===== config.mk =====
export PLATFORM = sky130hd
export DESIGN_NAME = hex_ascii_serializer
export DESIGN_NICKNAME = d
export VERILOG_FILES = /design/src/rtl/hex_ascii_serializer.sv
export SDC_FILE = /design/constraint.sdc
export NUM_CORES = 1
export LEC_CHECK = 0
export BUFFER_PORTS_ARGS = -buffer_cell sky130_fd_sc_hd__buf_2
export CORE_ASPECT_RATIO = 0.8
export CORE_MARGIN = 4
export CORE_UTILIZATION = 35
export CTS_CLUSTER_SIZE = 25
export DETAILED_ROUTE_END_ITERATION = 6
export GPL_TIMING_DRIVEN = 0
export HOLD_SLACK_MARGIN = 0.03
export PLACE_DENSITY = 0.64
export SYNTH_ARGS = -nofsm -noshare
export SYNTH_HDL_FRONTEND = slang
export SYNTH_SLANG_ARGS = --single-unit

===== constraint.sdc =====
create_clock -name clk -period 1.95 [get_ports clk]
set_input_delay 0.39 -clock clk [delete_from_list [all_inputs] [get_ports clk]]
set_output_delay 0.39 -clock clk [all_outputs]
set_load 0.1 [all_outputs]

===== src/rtl/hex_ascii_serializer.sv =====
// hex_ascii_serializer
//   Streaming converter from binary words to ASCII hex text. One word of
//   NIBBLES*4 bits is accepted per valid/ready handshake and printed most
//   significant nibble first, one ASCII character per handshake, with an
//   optional CR LF terminator. Intended to feed a byte-wide UART transmitter.
//
// Parameters
//   NIBBLES        hex digits per word (1..16)
//   UPPERCASE      1: A-F as 8'h41..8'h46, 0: a-f as 8'h61..8'h66
//   ADD_CRLF       1: append 8'h0D 8'h0A after the last digit
//   SUPPRESS_ZEROS 1: drop leading zero digits, always print at least one
//
// Ports
//   clk         rising-edge clock
//   nrst        asynchronous active-low reset
//   word_data   word to print
//   word_valid  word_data valid
//   word_ready  serializer can accept a word (IDLE only)
//   char_data   ASCII character
//   char_valid  char_data valid
//   char_ready  downstream accepts char_data
//   busy        a word is in progress
module hex_ascii_serializer #(
    parameter int NIBBLES        = 8,
    parameter bit UPPERCASE      = 1'b1,
    parameter bit ADD_CRLF       = 1'b1,
    parameter bit SUPPRESS_ZEROS = 1'b0
) (
    input  logic                 clk,
    input  logic                 nrst,
    input  logic [NIBBLES*4-1:0] word_data,
    input  logic                 word_valid,
    output logic                 word_ready,
    output logic [7:0]           char_data,
    output logic                 char_valid,
    input  logic                 char_ready,
    output logic                 busy
);

    localparam int W  = NIBBLES * 4;
    localparam int CW = 4;  // digit index 0..15 covers every legal NIBBLES

    typedef enum logic [1:0] {
        S_IDLE,
        S_DIGITS,
        S_CR,
        S_LF
    } state_t;

    state_t          state;
    state_t          state_nxt;
    logic [W-1:0]    shreg;
    logic [CW-1:0]   cnt;
    logic [CW-1:0]   lead_idx;
    logic [CW-1:0]   lead_gap;
    logic [W-1:0]    aligned;

    // ASCII for one hex digit; 8'h37 + 10 = 'A', 8'h57 + 10 = 'a'.
    function automatic logic [7:0] hex_char(input logic [3:0] n);
        if (n < 4'd10) begin
            return 8'h30 + {4'h0, n};
        end
        return (UPPERCASE ? 8'h37 : 8'h57) + {4'h0, n};
    endfunction

    // Index of the first digit to print. With suppression this is the
    // highest nonzero nibble (0 for an all-zero word, so one '0' is printed).
    always_comb begin
        lead_idx = CW'(NIBBLES - 1);
        if (SUPPRESS_ZEROS) begin
            lead_idx = '0;
            for (int i = 0; i < NIBBLES; i++) begin
                if (word_data[i*4 +: 4] != 4'h0) begin
                    lead_idx = CW'(i);
                end
            end
        end
    end

    // Pre-align so the first printed digit sits in the top nibble; the
    // emit path then only ever looks at shreg[W-1 -: 4].
    assign lead_gap = CW'(NIBBLES - 1) - lead_idx;
    assign aligned  = word_data << {lead_gap, 2'b00};

    // NOTE: sequential state uses non-blocking assignments so every register
    // samples the pre-edge values regardless of statement order.
    always_ff @(posedge clk or negedge nrst) begin
        if (!nrst) begin
            state <= S_IDLE;
        end else begin
            state <= state_nxt;
        end
    end

    // NOTE: every output of this block is given a default first, so no path
    // through the case statement can leave a signal unassigned (no latches).
    always_comb begin
        state_nxt  = state;
        word_ready = 1'b0;
        char_valid = 1'b0;
        char_data  = 8'h00;
        unique case (state)
            S_IDLE: begin
                word_ready = 1'b1;
                if (word_valid) begin
                    state_nxt = S_DIGITS;
                end
            end
            S_DIGITS: begin
                char_valid = 1'b1;
                char_data  = hex_char(shreg[W-1 -: 4]);
                if (char_ready && cnt == '0) begin
                    state_nxt = ADD_CRLF ? S_CR : S_IDLE;
                end
            end
            S_CR: begin
                char_valid = 1'b1;
                char_data  = 8'h0D;
                if (char_ready) begin
                    state_nxt = S_LF;
                end
            end
            S_LF: begin
                char_valid = 1'b1;
                char_data  = 8'h0A;
                if (char_ready) begin
                    state_nxt = S_IDLE;
                end
            end
            default: state_nxt = S_IDLE;
        endcase
    end

    // Datapath: load on accept, advance one digit per transfer. On the last
    // digit the register is left alone; the next accept reloads it.
    always_ff @(posedge clk or negedge nrst) begin
        if (!nrst) begin
            shreg <= '0;
            cnt   <= '0;
        end else if (state == S_IDLE && word_valid) begin
            shreg <= aligned;
            cnt   <= lead_idx;
        end else if (state == S_DIGITS && char_ready && cnt != '0) begin
            shreg <= shreg << 4;
            cnt   <= cnt - 1'b1;
        end
    end

    assign busy = (state != S_IDLE);

endmodule


# Word level (Yosys, flattened, before mapping)
# Index checks and enable logic that the tools add are counted.
op_classes:
  magnitude_cmp: 1
  reduce_logical: 11
  n_addsub: 3
  mux: 16
  eq_ne: 7
op_table:
  columns: ["operator", "count"]
  rows:
  - ["$mux W32", 2]
  - ["$pmux W8 S3", 1]
  - ["$mux W8", 2]
  - ["$add A6 B4 Y7 const A", 2]
  - ["$mux W2", 4]
  - ["$mux W4", 2]
  - ["$ne A2 B2 Y1 const B", 4]
  - ["$pmux W2 S4", 1]
  - ["$eq A2 B2 Y1 const B", 2]
  - ["$logic_and A1 B1 Y1", 4]
  - ["$logic_not A4 Y1", 1]
  - ["$lt A4 B4 Y1 const B", 1]
  - ["$mux W1", 4]
  - ["$reduce_and A4 Y1", 1]
  - ["$reduce_bool A2 Y1", 2]
  - ["$reduce_bool A4 Y1", 1]
  - ["$sub A4 B1 Y4 const B", 1]
  - ["$reduce_or A3 Y1", 1]
  - ["$eq A2 B1 Y1 const B", 1]
  - ["$logic_not A2 Y1", 1]
word_totals:
  output_inout_bits: 11
  reg_bits: 38

# Depth between registers and ports, before layout
depth:
  ltp_word: 5
  depth_mapped: 7
  ltp_nobuf: 5

# Worst setup path before layout
# OpenSTA, ideal clock, no wires.
synth_path:
  path_kind: "register to output"
  startpoint: "reg state[1]"
  endpoint: "out char_data[0]"
  required_ns: 1.560
  arrival_ns: 2.949
  slack_ns: -1.389
  path_stages_with_launch: 5
  n_path_buf: 0
  cell_sequence: "dfrtp_1 -> inv_1 -> ha_1 -> nand2_1 -> o21ai_0"
synth_via:
  elab_chain_cells: 2
  word_cells_on_any_way: 4
  classes_between: "eq/ne: 3; mux: 1"
synth_rtl:
  columns: ["item", "line_no", "source"]
  rows:
  - ["start: declaration", "50", "state_t state;"]
  - ["start signal: assignment", "91", "state <= state_nxt;"]
  - ["$eq A2 B2 Y1 or $eq A2 B1 Y1 (tied branches)", "102", "unique case (state)"]
  - ["$pmux W8 S3 *", "102", null]
  - ["end: declaration", "34", "output logic [7:0] char_data,"]
# Mark *: on every way between the ends. The rest lies on a longest branch, timed or not.

# Final worst setup path
layout_path:
  startpoint: "reg shreg[29]"
  endpoint: "out char_data[1]"
layout_via:
  elab_chain_cells: 5
  word_cells_on_any_way: 8
  classes_between: "add/sub: 2; order compare: 1; mux: 5"
layout_rtl:
  columns: ["item", "line_no", "source"]
  rows:
  - ["start: declaration", "52", "logic [W-1:0] shreg;"]
  - ["start signal: assignment", "141", "shreg <= aligned;"]
  - ["start signal: assignment", "144", "shreg <= shreg << 4;"]
  - ["$lt A4 B4 Y1", "60", "if (n < 4'd10) begin"]
  - ["$mux W1", "60", null]
  - ["$mux W1", "102", null]
  - ["$mux W8 *", "63", "return (UPPERCASE ? 8'h37 : 8'h57) + {4'h0, n};"]
  - ["$pmux W8 S3 *", "102", null]
# Mark *: on every way between the ends. The rest lies on a longest branch, timed or not. The select of a mux whose other input is x is not followed.

==> flow_summary_export.csv <==
group,metric,value,unit
route,viasPerCell,5.19,
route,drc,0,
yosys,synth_fp_nets,290,
yosys,synthAdderAreaFrac,4.06,%
cts,clk_path_buf_depth,2,
timing,fin_skew,0.00660,ns
cells_and_area,fin_area,2900,sq um
timing,period_needed,2.05,ns
floorplanning,core,5940,sq um
yosys,synth_xor_area_share,0.406,%
min_path,hp-class,"in2async",
worst_setup_path,rr_startpoint,"state[1]",
place,preCtsSetupSlack,-0.177,ns
timing,timing.final.crit_share,105,%
worst_setup_path,path_cells,"inv_1 > ha_1 > a211o_1 > a21oi_4 > buf_12",
yosys,synth_cells,247,
global_routing,grt_pass1_vias,1918,
run_status,failed_checks,"negative setup slack",
yosys,yosysUniqueCellTypes,37,
timing,relSlewSlack,40.7,%
power,pwr_density_cell,1850,nW/um^2
cts,insertion_delay,0.29,ns
worst_setup_path,required,1.56,ns
cells_and_area,nNetsFinal,352,
worst_setup_path,crit_type,"reg2out",
route,via_count,2028,
global_routing,grt_pass1_wl,9440,microns
yosys,synth_area,2160,sq um
timing,fmax,0.487,GHz
worst_setup_path,critical_path_arrival,1.66,ns
timing,slew_viol_final,0,
power,power,5.35,mW
yosys,yosys.area_share.simple,25.8,%
place,portBuffers,45,
global_routing,antenna_found_initial,0,
worst_setup_path,r2r_slack,0.10,ns
cts,h-tree-depth,2,
yosys,syn_area_per_cell,8.74,sq um
worst_setup_path,ff2ff_path_depth,8,
global_routing,grt_use_total,16.2,%
cts,ctsHoldBuffers,0,
yosys,async_flop_share,100,%
worst_setup_path,start_kind,"flop",
floorplanning,design.die.area,7500,sq um
cts,cts.sinks,38,
worst_setup_path,worstReg2RegEnd,"shreg[7]",
cts,cts_buffers,5,
run,drv_cap,0,
yosys,muxShareOfSynthArea,0.985,%
floorplanning,ios,47,
place,gp_congestion,0.820,
floorplanning,initial_utilization,36.3,%
cells_and_area,areaGrowthSynthToFinish,34.1,%
global_routing,grt_max_degree,39,
timing,worst_slew_pin_slew,0.890,ns
yosys,synth_compound_area_share,17.3,%
place,place_hpwl,4020,microns
worst_setup_path,cp_max_fo,4,
route,ant_nets,0,
floorplanning,die_h,78.3,microns
timing,hold_viol,0,
power,leakage,1.26,nW
cts,path_clk_slew,0.08,ns
worst_setup_path,cp-end-kind,"output port",
global_routing,grt.overflow.total,0,
timing,rsz0062_at_grt,"true",
floorplanning,dieWidth,95.8,microns
cells_and_area,n_antenna_cell,0,
yosys,ys_seq_area_share,44.0,%
timing,finalSetupViolations,6,
place,placed_cell_area,2550,sq um
cells_and_area,drive_above_1_share,34.2,%
timing,setup_tns,-0.197,ns
worst_setup_path,slowest_stage,"dfrtp_1",
cells_and_area,fillers,575,
route,drt-total-wl,5920,microns
run_status,status,"finished, violations left",
route,wl_per_cell,15.1,microns
floorplanning,rows,25,
timing,timing.hold.ws,0.216,ns
yosys,synth_top_family_by_area,"simple AND/OR/NAND/NOR gates",
yosys,synth_edf_count,0,
power,ir_drop,0.000668,V
cts,cts_tree,"done",
route,first_iter_violations,130,
cts,cts_root_buffer,"clkbuf_8",
yosys,synth_seq_cells,38,
route,drtPass1Iterations,5,
yosys,yosys_most_used_dff,"dfrtp_1",
worst_setup_path,critPathMaxStageDelay,0.39,ns
yosys,yosysWarnings,0,
timing,fin_ws,-0.104,ns
## registers in the layout, indices dropped and copies added (netlist names)
signal	count
shreg	32
cnt	4
state	2
## timing repair
item | in CTS | in global routing
endpoints found under the hold margin | 0 | 0
buffers inserted | 10 | 0
gates resized for setup | 39 | 13
pin swaps | 4 | 3
endpoints found under the setup margin | 8 | 17
## worst max path at each step
stage	startpoint	end	slack, ns	depth (start not counted)
final	shreg[29]	char_data[1]	-0.10	5
after global routing	shreg[29]	char_data[1]	-0.18	4
after CTS	shreg[29]	char_data[1]	-0.12	5
after detailed placement	state[1]	char_data[1]	-0.18	6
after global placement	state[1]	char_data[1]	-0.16	6
after floorplan	state[0]	char_data[4]	-0.20	4
## Yosys cell counts, drive strengths merged (2+ instances only)
cell,count,share of area (%)
nand2,62,11
dfrtp,38,44
nand4,24,7.0
o211ai,24,9.7
o21ai,13,3.0
nor2,11,2.0
buf,10,3.7
clkbuf,10,1.7
inv,10,1.7
nand3,8,1.9
ha,7,4.1
a31oi,4,1.2
a21oi,3,0.70
and2,2,0.58
nand2b,2,0.58
nor2b,2,0.58
nor3,2,0.46
## through the flow
step	utilization (%)	cells
after floorplan	-	247
after global placement	42.9	373
after detailed placement	42.9	373
after CTS	48.2	391
after global routing	48.7	391
final	48.7	391
## power breakdown
part,leakage [nW],switching [mW],internal [mW]
Sequential,0.470,0.256,1.15
Combinational,0.740,2.10,1.27
Clock,0.0482,0.283,0.285
## routing by layer
| layer | track usage [%] | vias to the layer above | wire [microns] |
|---|---|---|---|
| li1 | - | 997 | - |
| met4 | 4.69 | 0 | 68 |
| met1 | 23.7 | 971 | 2850 |
| met5 | 0 | - | 0 |
| met2 | 23.8 | 53 | 2630 |
| met3 | 3.45 | 7 | 372 |
## kinds of logic after synthesis
group,Yosys count
AND/OR/NAND/NOR,117
other,1
multiplexers,2
adder cells (fa/ha/maj),7
AO/OA/AOI/OAI,51
XOR/XNOR,1
buffers and inverters,30
flip-flops,38
## critical path, delay by kind of cell (launching register included)
family | cells | cell delay (ns)
flip-flops | 1 | 0.39
AO/OA/AOI/OAI | 2 | 0.46
adder cells (fa/ha/maj) | 1 | 0.27
buffers and inverters | 2 | 0.24
## final cells by class
| type | count | area [sq um] | area share (%) |
|---|---|---|---|
| plain buffers | 20 | 134 | 4.62 |
| clock buffers | 7 | 86.3 | 2.98 |
| clock inverters | 1 | 5.00 | 0.173 |
| inverters | 10 | 41.3 | 1.43 |
| multi-input cells | 179 | 1170 | 40.3 |
| flip-flops and latches | 38 | 953 | 32.9 |
| well taps | 81 | 101 | 3.50 |
| repair buffers | 55 | 408 | 14.1 |
## placed cells by master, fill, tap and decap left out, types with 2 or more instances in the layout
| cell | n |
|---|---|
| nand2_1 | 62 |
| buf_2 | 39 |
| dfrtp_1 | 36 |
| nand4_1 | 24 |
| o211ai_1 | 18 |
| buf_4 | 12 |
| clkbuf_1 | 8 |
| nand3_1 | 8 |
| nor2_1 | 7 |
| buf_12 | 7 |
| inv_1 | 6 |
| buf_6 | 6 |
| o211ai_2 | 6 |
| o21ai_0 | 6 |
| clkbuf_8 | 6 |
| a31oi_1 | 4 |
| o21ai_1 | 4 |
| inv_2 | 3 |
| clkbuf_2 | 3 |
| ha_4 | 3 |
| ha_1 | 3 |
| nor2_2 | 2 |
| o21ai_2 | 2 |
| nor2_4 | 2 |
| and2_1 | 2 |
| nor3_1 | 2 |
| dfrtp_2 | 2 |
Power figures use the tool's default switching activity.
